`src/rtl/sent_tx_crc_engine.sv`:
```
// sent_tx_crc_engine
//   CRC generator for the SENT transmitter. Produces the SAE J2716 CRC4
//   (fast-channel frames, short serial messages) or the CRC6 (enhanced
//   serial messages) over up to MAX_NIBBLES data nibbles, one nibble per
//   clock. A message of N nibbles gives its result N+2 cycles after start.
//
//   Optional feature macro: SENT_CRC_LEGACY_EN
//     When defined, adds input legacy_crc. With legacy_crc = 1 and CRC4 mode
//     the result is the J2716-2007 legacy CRC4 (no zero augmentation).
//
// Handshake: start is sampled only in IDLE. busy is high from the cycle
//   after acceptance until the DONE cycle. In DONE exactly one of crc_valid
//   (with crc_out) or crc_err pulses for one cycle; crc_out holds its value
//   until the next successful result.
//
// Ports:
//   clk_tx      in   TX clock, rising edge
//   reset_tx    in   synchronous reset, active-low
//   start       in   one-cycle request, sampled in IDLE
//   crc_mode    in   0 = CRC4 (x^4+x^3+x^2+1), 1 = CRC6 (x^6+x^4+x^3+1)
//   nibble_cnt  in   number of data nibbles, legal 1..MAX_NIBBLES
//   data_in     in   data, first nibble at [4*nibble_cnt-1 -: 4]
//   legacy_crc  in   (SENT_CRC_LEGACY_EN only) select legacy CRC4
//   busy        out  message in progress
//   crc_out     out  result, CRC4 in [3:0] with [5:4] = 0
//   crc_valid   out  one-cycle result pulse
//   crc_err     out  one-cycle pulse for an illegal nibble_cnt
module sent_tx_crc_engine #(
    parameter int         MAX_NIBBLES = 6,
    parameter logic [3:0] CRC4_SEED   = 4'h5,
    parameter logic [5:0] CRC6_SEED   = 6'h15
) (
    input  logic                     clk_tx,
    input  logic                     reset_tx,
    input  logic                     start,
    input  logic                     crc_mode,
    input  logic [3:0]               nibble_cnt,
    input  logic [4*MAX_NIBBLES-1:0] data_in,
`ifdef SENT_CRC_LEGACY_EN
    input  logic                     legacy_crc,
`endif
    output logic                     busy,
    output logic [5:0]               crc_out,
    output logic                     crc_valid,
    output logic                     crc_err
);

    typedef enum logic [1:0] {IDLE, LOAD, SHIFT, DONE} state_t;

    localparam logic [3:0] MAX_N4 = 4'(MAX_NIBBLES);

    // Multiply the seed by x^k modulo P so that the non-augmented LFSR ends
    // up with the same remainder as the augmented {seed, data, k zeros} form.
    function automatic logic [5:0] init_value(input logic mode, input logic [5:0] seed);
        logic [5:0] c;
        c = seed;
        for (int i = 0; i < 6; i++) begin
            if (mode) begin
                c = {c[4:0], 1'b0} ^ (c[5] ? 6'h19 : 6'h00);
            end else if (i < 4) begin
                c = {2'b00, c[2:0], 1'b0} ^ (c[3] ? 6'h0D : 6'h00);
            end
        end
        return c;
    endfunction

    localparam logic [5:0] CRC4_INIT = init_value(1'b0, {2'b00, CRC4_SEED});
    localparam logic [5:0] CRC6_INIT = init_value(1'b1, CRC6_SEED);

    // Fold one nibble, MSB first. The legacy form is a plain long-division
    // register (data shifted in, no augmentation), seeded with the raw seed.
    function automatic logic [5:0] fold(input logic [5:0] crc, input logic [3:0] nib,
                                        input logic mode, input logic legacy);
        logic [5:0] c;
        logic       fb;
        c = crc;
        for (int i = 3; i >= 0; i--) begin
            if (legacy) begin
                fb = c[3];
                c  = {2'b00, c[2:0], nib[i]} ^ (fb ? 6'h0D : 6'h00);
            end else if (!mode) begin
                fb = c[3] ^ nib[i];
                c  = {2'b00, c[2:0], 1'b0} ^ (fb ? 6'h0D : 6'h00);
            end else begin
                fb = c[5] ^ nib[i];
                c  = {c[4:0], 1'b0} ^ (fb ? 6'h19 : 6'h00);
            end
        end
        return c;
    endfunction

    state_t                   state_q, state_d;
    logic                     mode_q;
    logic [3:0]               nib_q;
    logic [4*MAX_NIBBLES-1:0] data_q;
    logic [3:0]               cnt_q;
    logic [5:0]               lfsr_q;
    logic                     err_q;
    logic                     legacy_eff;
    logic [3:0]               cur_nib;
    logic [5:0]               lfsr_nxt;
    logic                     cnt_illegal;

`ifdef SENT_CRC_LEGACY_EN
    logic legacy_q;
    always_ff @(posedge clk_tx) begin
        if (!reset_tx) begin
            legacy_q <= 1'b0;
        end else if (state_q == IDLE && start) begin
            legacy_q <= legacy_crc & ~crc_mode;
        end
    end
    assign legacy_eff = legacy_q;
`else
    assign legacy_eff = 1'b0;
`endif

    assign cnt_illegal = (nib_q == 4'd0) || (nib_q > MAX_N4);

    // The counter runs nibble_cnt..1, and nibble (cnt-1) is the one to fold.
    always_comb begin
        cur_nib = 4'h0;
        for (int i = 0; i < MAX_NIBBLES; i++) begin
            if (cnt_q == 4'(i + 1)) cur_nib = data_q[4*i +: 4];
        end
        lfsr_nxt = fold(lfsr_q, cur_nib, mode_q, legacy_eff);
    end

    // State register
    always_ff @(posedge clk_tx) begin
        if (!reset_tx) state_q <= IDLE;
        else           state_q <= state_d;
    end

    // Next-state logic
    always_comb begin
        state_d = state_q;
        case (state_q)
            IDLE:  if (start) state_d = LOAD;
            LOAD:  state_d = cnt_illegal ? DONE : SHIFT;
            SHIFT: if (cnt_q == 4'd1) state_d = DONE;
            DONE:  state_d = IDLE;
            default: state_d = IDLE;
        endcase
    end

    // Outputs
    always_comb begin
        busy      = (state_q == LOAD) || (state_q == SHIFT);
        crc_valid = (state_q == DONE) && !err_q;
        crc_err   = (state_q == DONE) && err_q;
    end

    // Datapath
    always_ff @(posedge clk_tx) begin
        if (!reset_tx) begin
            mode_q  <= 1'b0;
            nib_q   <= 4'd0;
            data_q  <= '0;
            cnt_q   <= 4'd0;
            lfsr_q  <= 6'd0;
            err_q   <= 1'b0;
            crc_out <= 6'd0;
        end else begin
            case (state_q)
                IDLE: begin
                    if (start) begin
                        mode_q <= crc_mode;
                        nib_q  <= nibble_cnt;
                        data_q <= data_in;
                        err_q  <= 1'b0;
                    end
                end
                LOAD: begin
                    if (cnt_illegal) begin
                        err_q <= 1'b1;
                    end else begin
                        err_q <= 1'b0;
                        cnt_q <= nib_q;
                        if (legacy_eff)  lfsr_q <= {2'b00, CRC4_SEED};
                        else if (mode_q) lfsr_q <= CRC6_INIT;
                        else             lfsr_q <= CRC4_INIT;
                    end
                end
                SHIFT: begin
                    lfsr_q <= lfsr_nxt;
                    cnt_q  <= cnt_q - 4'd1;
                    if (cnt_q == 4'd1) crc_out <= lfsr_nxt;
                end
                default: ;
            endcase
        end
    end

endmodule

```
`config.mk`:
```
export PLATFORM = sky130hd
export DESIGN_NAME = sent_tx_crc_engine
export DESIGN_NICKNAME = d
export VERILOG_FILES = /design/src/rtl/sent_tx_crc_engine.sv
export SDC_FILE = /design/constraint.sdc
export NUM_CORES = 1
export LEC_CHECK = 0
export CAP_MARGIN = 20
export CORE_ASPECT_RATIO = 0.9
export CORE_UTILIZATION = 53
export DETAILED_ROUTE_END_ITERATION = 16
export PLACE_DENSITY_LB_ADDON = 0.1
export SYNTH_ARGS = -nofsm -noshare
export SYNTH_HDL_FRONTEND = slang
export SYNTH_SLANG_ARGS = --single-unit
export TNS_END_PERCENT = 100
```
`constraint.sdc`:
```
create_clock -name clk_tx -period 3.5 [get_ports clk_tx]
set_input_delay 0.525 -clock clk_tx [delete_from_list [all_inputs] [get_ports clk_tx]]
set_output_delay 0.525 -clock clk_tx [all_outputs]
set_load 0.01 [all_outputs]
```
=== After elaboration in Yosys (flattened, before gate mapping) ===
Index checks and enable logic that the tools add are counted.

* Bitwise operators: 16
* Reduce and logical (&&, ||, !) cells: 14
* Order comparisons: 1
* Add/subtract/negate cells: 1
* Multiplexer cells: 30
* Equality and inequality tests: 12

{| class="wikitable"
|+ Operators with widths
! cell !! number
|-
| $mux W4 || 11
|-
| $mux W6 || 6
|-
| $xor A6 B5 Y6 || 4
|-
| $mux W5 || 4
|-
| $xor A4 B4 Y4 || 4
|-
| $eq A4 B3 Y1 const B || 3
|-
| $pmux W6 S2 || 1
|-
| $reduce_and A2 Y1 || 5
|-
| $eq A4 B2 Y1 const B || 2
|-
| $pmux W2 S4 || 1
|-
| $pmux W4 S2 || 1
|-
| $xor A1 B1 Y1 || 8
|-
| $ne A2 B2 Y1 const B || 3
|-
| $eq A2 B2 Y1 const B || 2
|-
| $eq A4 B1 Y1 const B || 1
|-
| $gt A4 B3 Y1 const B || 1
|-
| $logic_not A4 Y1 || 1
|-
| $mux W2 || 2
|-
| $reduce_bool A2 Y1 || 2
|-
| $sub A4 B1 Y4 const B || 1
|-
| $mux W1 || 3
|-
| $eq A2 B1 Y1 const B || 1
|-
| $logic_and A1 B1 Y1 || 2
|-
| $logic_not A2 Y1 || 1
|-
| 3 further kinds || 4
|}

* Word-level logic and storage cells: 82
* Register bits after elaboration: 48
* Output and inout bits: 9
* Bits of input ports: 32

=== Depth between registers and ports, before layout ===
Gate-level depths: netlist of run 1.

* Word-level depth: 24
* Mapped depth: 12
* Mapped depth without buffers: 11

=== Worst setup path after synthesis of run 1 ===
No wires, ideal clock.

* Kind: reg-to-reg
* From: register cnt_q[0]
* To: register lfsr_q[4]
* Path buffers: 0
* Stages on the path, launching flop included: 12
* Required time: 3.413 ns
* Arrival time: 2.690 ns
* Setup time: 0.087 ns
* Setup slack: 0.723 ns
* Clock period less this slack: 2.777 ns
* Cells stage by stage: dfxtp_1 -> inv_1 -> ha_1 -> nand3b_1 -> a2111oi_4 -> or3_4 -> nand2_2 -> xnor3_2 -> xnor2_2 -> xnor2_1 -> and3_4 -> nor4b_2

* Word-level cells in the longest chain between the ends: 22
* Elaborated cells between the ends (all ways): 38
* Those cells by class: eq/ne (6); mux (18); bitwise (14)

{| class="wikitable"
|+ Ends and longest elaborated chain
! what !! RTL line !! RTL
|-
| start, declared || 96 || <nowiki>logic [3:0] cnt_q;</nowiki>
|-
| start signal, assigned || 179 || <nowiki>cnt_q <= nib_q;</nowiki>
|-
| start signal, assigned || 187 || <nowiki>cnt_q <= cnt_q - 4'd1;</nowiki>
|-
| $eq A4 B1 Y1 || 124 || <nowiki>if (cnt_q == 4'(i + 1)) cur_nib = data_q[4*i +: 4];</nowiki>
|-
| $mux W4 (5 in series) || 124 ||
|-
| $mux W4 * || 124 ||
|-
| $xor A1 B1 Y1 (on tied branches) || 82, 85 ||
|-
| $mux W4 / $mux W5 (equally long branches) || 83, 86 ||
|-
| $xor A4 B4 Y4 / $xor A6 B5 Y6 (equally long branches) || 83, 86 ||
|-
| $mux W6 || 81 || <nowiki>end else if (!mode) begin</nowiki>
|-
| $xor A1 B1 Y1 || 82 || <nowiki>fb = c[3] ^ nib[i];</nowiki>
|-
| (+2 left out) || n/a ||
|-
| $mux W6 || 81 ||
|-
| $xor A1 B1 Y1 || 82 ||
|-
| $mux W4 || 83 || <nowiki>c = {2'b00, c[2:0], 1'b0} ^ (fb ? 6'h0D : 6'h00);</nowiki>
|-
| $xor A4 B4 Y4 || 83 ||
|-
| $mux W6 || 81 ||
|-
| $xor A6 B5 Y6 * || 86 || <nowiki>c = {c[4:0], 1'b0} ^ (fb ? 6'h19 : 6'h00);</nowiki>
|-
| $mux W6 * || 81 ||
|-
| $pmux W6 S2 * || 165 || <nowiki>case (state_q)</nowiki>
|-
| end signal, assigned || 180 || <nowiki>if (legacy_eff) lfsr_q <= {2'b00, CRC4_SEED};</nowiki>
|-
| end signal, assigned || 186 || <nowiki>lfsr_q <= lfsr_nxt;</nowiki>
|-
| end, declared || 97 || <nowiki>logic [5:0] lfsr_q;</nowiki>
|}

Mark *: on every way between the ends. The rest lies on a longest branch, timed or not.
A chain may end at the register's enable or synchronous reset.

=== Worst setup path after layout of run 1 ===
* From: register cnt_q[0]
* To: register crc_out[3]

* Word-level cells in the longest chain between the ends: 23
* Elaborated cells between the ends (all ways): 41
* Those cells by class: eq/ne (6); mux (18); bitwise (16); reduce/logical (1)

{| class="wikitable"
|+ Ends and longest elaborated chain
! what !! RTL line !! RTL
|-
| $eq A4 B1 Y1 || 124, 188 ||
|-
| $mux W4 (6 in series) || 124 ||
|-
| $xor A1 B1 Y1 (on tied branches) || 82, 85 ||
|-
| $mux W4 / $mux W5 (equally long branches) || 83, 86 ||
|-
| $xor A4 B4 Y4 / $xor A6 B5 Y6 (equally long branches) || 83, 86 ||
|-
| $mux W6 || 81 ||
|-
| $xor A1 B1 Y1 || 82 ||
|-
| $mux W4 || 83 ||
|-
| (+2 left out) || n/a ||
|-
| $xor A1 B1 Y1 || 82 ||
|-
| $mux W4 || 83 ||
|-
| $xor A4 B4 Y4 || 83 ||
|-
| $mux W6 || 81 ||
|-
| $xor A1 B1 Y1 || 82 ||
|-
| $mux W4 || 83 ||
|-
| $xor A4 B4 Y4 || 83 ||
|-
| $mux W6 || 81 ||
|-
| end signal, assigned || 188 || <nowiki>if (cnt_q == 4'd1) crc_out <= lfsr_nxt;</nowiki>
|-
| end, declared || 43 || <nowiki>output logic [5:0] crc_out,</nowiki>
|}

Several ways; a longest one is shown, not always the timed one.

==> impl_metrics.yaml, run 1 <==
detailed_routing:
  wl_met1_um: 2940
  met3_length_um: 178
  detail-route-antenna-nets: 0
  vias: 2288
  drt_first_iter_violations: 98
  drt_wl_total_um: 5710
  maxUsedRoutingLayer: "met4"
  wl_met2_um: 2550
  first_pass_iters: 4
  viasPerCell: 5.26
  wire_per_inst_um: 13.1
  drc: 0
floorplan:
  core.rowCount: 24
  die_w_um: 78.4
  io_pins: 41
  core_region_area_sq_um: 4950
  fp.dieH_um: 70.8
  start_util: 0.562
  die_area_sq_um: 5550
timing:
  fin_tns_setup_ns: 0
  slew_viol_final: 0
  holdWs_ns: 0.461
  period_minus_slack_ns: 3.21
  timing.slew.headroom: 0.367
  rsz0062_at_grt: "no"
  max_freq_ghz: 0.312
  post-route-period-util: 0.916
  setup_viol: 0
  clock-skew-final_ns: 0.00843
  finalHoldViolations: 0
  tightestPinTransition_ns: 0.949
grt:
  grt_usage: 0.229
  grt_overflow: 0
  grt_pass1_vias: 2223
  grt_max_degree: 30
  antenna_found_initial: 0
  grt_pass1_wl_um: 10200
synth:
  synth.most_common_cell: "nand2_1"
  ys_top_cells_by_area: "dfxtp_1 (35%), nand2_1 (11%), a21boi_0 (8.6%), xnor2_1 (4.1%), ha_1 (4.0%)"
  yosysTopAreaCellShare: 0.345
  synth.avg_cell_area_sq_um: 8.29
  yosysSeqAreaShare: 0.345
  synth_flop_cell: "dfxtp_1"
  synth_common_cells: "nand2_1 (83), dfxtp_1 (48), a21boi_0 (32)"
  yosys_warnings: 0
  ys_ff_latch: 48
  synth_cells: 336
  synth-edff-count: 0
  yosys.area.top_type: "dfxtp_1"
  ys_types: 53
  async_reset_ff_frac: 0
  synth_area_sq_um: 2790
  syn-num-nets: 377
worst_hold_path:
  hp-class: "reg -> reg"
  holdPathStages: 2
  min_to: "crc_out[2]$_SDFFE_PN0P_"
  min_from: "crc_out[2]$_SDFFE_PN0P_"
clock_network:
  h-tree-depth: 2
  cts_made_buffers: 5
  post_cts_resized: 0
  cts_hold_buf: 0
  clk_latency_ns: 0.30
  clockRootBuffer: "clkbuf_8"
  cts_tree: "yes"
  postCtsSetupBuffers: 0
  clock_path_buffers: 2
  cts.sinks: 48
  cts.clk_slew.worst_paths_ns: 0.09
flow_run:
  max_cap_viol_count: 0
setup_path:
  path_class: "reg -> reg"
  crit_fanout: 16
  critPathArrivalTime_ns: 3.38
  worstRegToRegCells: 11
  start_kind: "flip-flop"
  reg2reg_slack_ns: 0.29
  regToRegStartpoint: "cnt_q[0]$_SDFFE_PN0P_"
  crit_path_end_kind: "flip-flop"
  reg2reg_to: "crc_out[3]$_SDFFE_PN0P_"
  worstSetupStartpoint: "cnt_q[0]$_SDFFE_PN0P_"
  required_ns: 3.67
finish:
  finalInstanceArea_sq_um: 3320
  layout-drive-gt1-share: 0.0811
  areaGrowthSynthToFinish_pct: 19.0
  n_fill_cell: 465
  n_antenna_cell: 0
  finalNetCount: 410
placement:
  io_buffers: 40
  dpl_cell_area_sq_um: 3220
  gp_congestion: 0.890
  dp_hpwl_um: 4300
pwr:
  p_per_area_nw_per_um2: 670
  max-vdd-ir-drop_mv: 0.410
  p_leak_nw: 1.20
run_status:
  outcome: "finished clean"
worst max path at each step:
stage,slack (ns),cells after the start,endpoint
after CTS,0.32,11,crc_out[3]$_SDFFE_PN0P_
after global placement,0.43,11,crc_out[3]$_SDFFE_PN0P_
final,0.29,11,crc_out[3]$_SDFFE_PN0P_
after floorplan,0.72,11,lfsr_q[4]$_SDFFE_PN0P_
after detailed placement,0.32,11,crc_out[3]$_SDFFE_PN0P_
after global routing,0.04,11,crc_out[3]$_SDFFE_PN0P_
routing by layer:
layer / up-vias / global-route usage
met2: 43 / 0.380
li1: 1199 / -
met1: 1042 / 0.311
met5: - / 0
met3: 4 / 0.0400
met4: 0 / 0.0535
sequential cells by signal (all words and copies together) (netlist names):
name / cells
mode_q: 1
state_q: 2
data_q: 24
cnt_q: 4
crc_out: 6
lfsr_q: 6
nib_q: 4
err_q: 1
kinds of logic after synthesis:
logic type / synth area share
and+or+nand+nor: 0.239
adders and majority gates: 0.0404
AOI/OAI and AO/OA: 0.225
xor gates and xnor gates: 0.0943
DFF: 0.345
buffers and inverters: 0.0386
muxes: 0.0180
metrics by stage:
stage | setup WS [ns] | cells | util | power [mW]
6_report | 0.292 | 435 | 0.669 | 2.22
5_1_grt | 0.0432 | 435 | 0.669 | 2.41
4_1_cts | 0.320 | 435 | 0.669 | 2.23
3_5_place_dp | 0.319 | 427 | 0.650 | 1.88
3_3_place_gp | 0.432 | 427 | 0.650 | 1.86
2_1_floorplan | 0.723 | 336 | - | 1.65
cells in the final DEF (no fill, tap or decap), types with 2 or more instances in the layout:
cell type	synthesis	final
clkbuf_8	0	6
mux2i_1	5	5
a21oi_1	15	15
clkdlybuf4s50_1	0	40
a22oi_1	2	2
and2_1	6	6
nor3_1	5	5
o21ai_1	3	3
a21boi_0	32	32
nor2_1	11	11
ha_1	9	9
nand2_1	83	83
xnor3_2	2	2
xnor2_1	13	13
nor2b_1	10	10
xor2_1	6	6
xnor2_2	2	2
dfxtp_1	48	48
o21ai_0	13	13
nand2b_1	5	5
a32oi_2	2	2
buf_4	1	3
nand3_1	7	7
o221a_2	2	2
inv_1	9	9
and3_4	2	2
nand3b_1	2	2
critical path: stages (launching register included):
cell and delay [ns]:
dfxtp_1 0.36, inv_1 0.14, ha_1 0.49, a21oi_1 0.19, a2111oi_4 0.47, nor2_1 0.19, xnor3_2 0.37, xnor2_2 0.20
mux2i_1 0.20, and4bb_1 0.20, xor2_1 0.17, a21oi_1 0.09
power by group:
group | internal (mW) | total [mW] | switching [mW] | leakage, nW
registers | 0.652 | 0.756 | 0.104 | 0.392
clock network | 0.162 | 0.348 | 0.186 | 0.0516
logic | 0.521 | 1.12 | 0.595 | 0.758
layout make-up:
class	count	area, sq um	share of cell area
Tap cell	65	81.3	0.0245
Inverter	10	37.5	0.0113
Multi-Input combinational cell	261	1720	0.518
Clock buffer	6	82.6	0.0249
Timing Repair Buffer	43	423	0.128
Clock inverter	2	13.8	0.00415
Sequential cell	48	961	0.290
Power figures use the tool's default switching activity.
==> inputs of run 2 (changes only) <==
--- a/config.mk
+++ b/config.mk
@@ -8,5 +8,5 @@
 export CAP_MARGIN = 20
 export CORE_ASPECT_RATIO = 0.9
-export CORE_UTILIZATION = 53
+export CORE_UTILIZATION = 49
 export DETAILED_ROUTE_END_ITERATION = 16
 export PLACE_DENSITY_LB_ADDON = 0.1
==> constraint.sdc (replaced) <==
create_clock -name clk_tx -period 2.65 [get_ports clk_tx]
set_input_delay 0.3975 -clock clk_tx [delete_from_list [all_inputs] [get_ports clk_tx]]
set_output_delay 0.3975 -clock clk_tx [all_outputs]
set_load 0.02 [all_outputs]
==> impl_metrics.yaml, run 2 (synthesis results as in run 1) <==
setup_path:
  reg2reg_slack_ns: -0.1
  required_ns: 2.87
  crit_family: "simple AND/OR/NAND/NOR gates"
  crit_top_cell: "xnor2_2"
  regToRegStartpoint: "cnt_q[0]$_SDFFE_PN0P_"
  cp_slowest_stage_delay_ns: 0.43
  worstSetupStartpoint: "cnt_q[0]$_SDFFE_PN0P_"
  reg2reg_to: "lfsr_q[4]$_SDFFE_PN0P_"
  cpMaxStageDelayCell: "a2111oi_4"
  worstRegToRegCells: 11
  path_buf_inv: 1
  path_class: "reg -> reg"
  critPathArrivalTime_ns: 2.97
  path_cells: "inv_4 > ha_4 > nand3b_1 > a2111oi_4 > or3_4 > nand2_4 > xnor3_2 > xnor2_2 > xnor2_2 > and3_4 > nor4b_2"
  crit_path_end_kind: "flip-flop"
  cp.depth: 11
  crit_fanout: 8
  start_kind: "flip-flop"
  crit_path_end: "lfsr_q[4]$_SDFFE_PN0P_"
placement:
  io_buffers: 40
  dp_hpwl_um: 4520
  dpl_cell_area_sq_um: 3420
  placed_cells: 449
  gp_congestion: 0.896
finish:
  layout-drive-gt1-share: 0.193
  n_antenna_cell: 0
  areaGrowthSynthToFinish_pct: 34.0
  multi_input_area_sq_um: 1860
  final_cell_mix: "nand2_1 (83), dfxtp_1 (46), clkdlybuf4s50_1 (40)"
  n_fill_cell: 449
  final_common_cell: "nand2_1"
  finalInstanceArea_sq_um: 3730
  seqCellArea_sq_um: 968
  finalNetCount: 438
  top_regs: "data_q x24, crc_out x6, lfsr_q x6"
  largest_reg_flops: 24
  fin_cells: 465
  regMostFlops: "data_q"
grt:
  grt_overflow: 0
  grt_usage: 0.231
  grt_max_degree: 50
  grt_pass1_wl_um: 10500
  antenna_found_initial: 0
  grt_pass1_vias: 2277
detailed_routing:
  drt_wl_total_um: 6560
  met3_length_um: 187
  wl_met2_um: 2930
  drt_first_iter_violations: 155
  first_pass_iters: 4
  drc: 0
  maxUsedRoutingLayer: "met4"
  wire_per_inst_um: 14.1
  viasPerCell: 5.22
  wl_met1_um: 3400
  detail-route-antenna-nets: 0
  vias: 2429
timing:
  finalHoldViolations: 0
  rsz0062_at_grt: "yes"
  setup_viol: 8
  holdWs_ns: 0.466
  timing.slew.headroom: 0.680
  fin_ws_ns: -0.0978
  post-route-period-util: 1.04
  period_minus_slack_ns: 2.75
  clock-skew-final_ns: 0.00546
  tightestPinTransition_ns: 0.479
  max_freq_ghz: 0.364
  slew_viol_final: 0
floorplan:
  start_util: 0.521
  die_w_um: 81.5
  core_region_area_sq_um: 5350
  fp.dieH_um: 73.5
  io_pins: 41
  die_area_sq_um: 5990
  core.rowCount: 25
clock_network:
  cts_hold_buf: 0
  cts_tree: "yes"
  cts.sinks: 48
  h-tree-depth: 2
  cts_made_buffers: 5
  cts.clk_slew.worst_paths_ns: 0.09
  clock_path_buffers: 2
  clockRootBuffer: "clkbuf_8"
  clk_latency_ns: 0.30
pwr:
  p_per_area_nw_per_um2: 957
  max-vdd-ir-drop_mv: 0.572
  p_leak_nw: 1.41
run_status:
  violations: "setup timing"
  outcome: "finished, violations left"
worst_hold_path:
  hp-class: "reg -> reg"
flow_run:
  max_cap_viol_count: 0
-- run 2: how the worst min path moves through the flow --
stage	cells after the start	slack [ns]	to	startpoint
finish	2	0.47	crc_out[2]$_SDFFE_PN0P_	crc_out[2]$_SDFFE_PN0P_
detailed placement	2	0.45	crc_out[2]$_SDFFE_PN0P_	crc_out[2]$_SDFFE_PN0P_
floorplan	2	0.44	data_q[10]$_SDFFE_PN0P_	data_q[10]$_SDFFE_PN0P_
CTS	2	0.47	crc_out[2]$_SDFFE_PN0P_	crc_out[2]$_SDFFE_PN0P_
global route	2	0.48	crc_out[2]$_SDFFE_PN0P_	crc_out[2]$_SDFFE_PN0P_
global placement	2	0.45	crc_out[2]$_SDFFE_PN0P_	crc_out[2]$_SDFFE_PN0P_
-- run 2: area by class of cell --
type | instances | share of cell area
tap | 67 | 0.0225
clock buffer | 7 | 0.0258
timing repair buffer | 71 | 0.175
multi-input combinational | 261 | 0.498
sequential | 48 | 0.259
clock inverter | 1 | 0.00805
inverter | 10 | 0.0114
-- run 2: worst register-to-register path, cell delays in order (launching register included) --
cell and delay, ns:
dfxtp_4 0.40, inv_4 0.05, ha_4 0.18, nand3b_1 0.20, a2111oi_4 0.43, or3_4 0.23
nand2_4 0.06, xnor3_2 0.41, xnor2_2 0.23, xnor2_2 0.11, and3_4 0.18, nor4b_2 0.19
-- run 2: metrics by stage --
stage          setup TNS, ns  setup slack (ns)   util  power (mW)
2_1_floorplan              0           0.00171      -        2.23
3_3_place_gp         -0.0184           -0.0112  0.640        2.67
3_5_place_dp          -0.363           -0.0983  0.640        2.70
4_1_cts               -0.178           -0.0532  0.676        3.36
5_1_grt                -1.66            -0.241  0.698        3.79
6_report              -0.383           -0.0978  0.698        3.57
-- run 2: layer usage --
metal | vias to the layer above | global-route usage
li1 | 1257 | -
met1 | 1120 | 0.332
met2 | 45 | 0.353
met3 | 7 | 0.0410
met4 | 0 | 0.0635
met5 | - | 0
-- run 2: power breakdown --
| group | internal (mW) | switching, mW |
|---|---|---|
| clock | 0.333 | 0.245 |
| sequential | 0.864 | 0.162 |
| combinational | 0.993 | 0.975 |
| total | 2.19 | 1.38 |
-- run 2: what timing repair did --
| action | 4_1_cts | 5_1_grt |
|---|---|---|
| resized for setup | 11 | 16 |
| pin swaps | 9 | 7 |
| setup endpoints to repair | 9 | 11 |
| setup buffers | 1 | 8 |
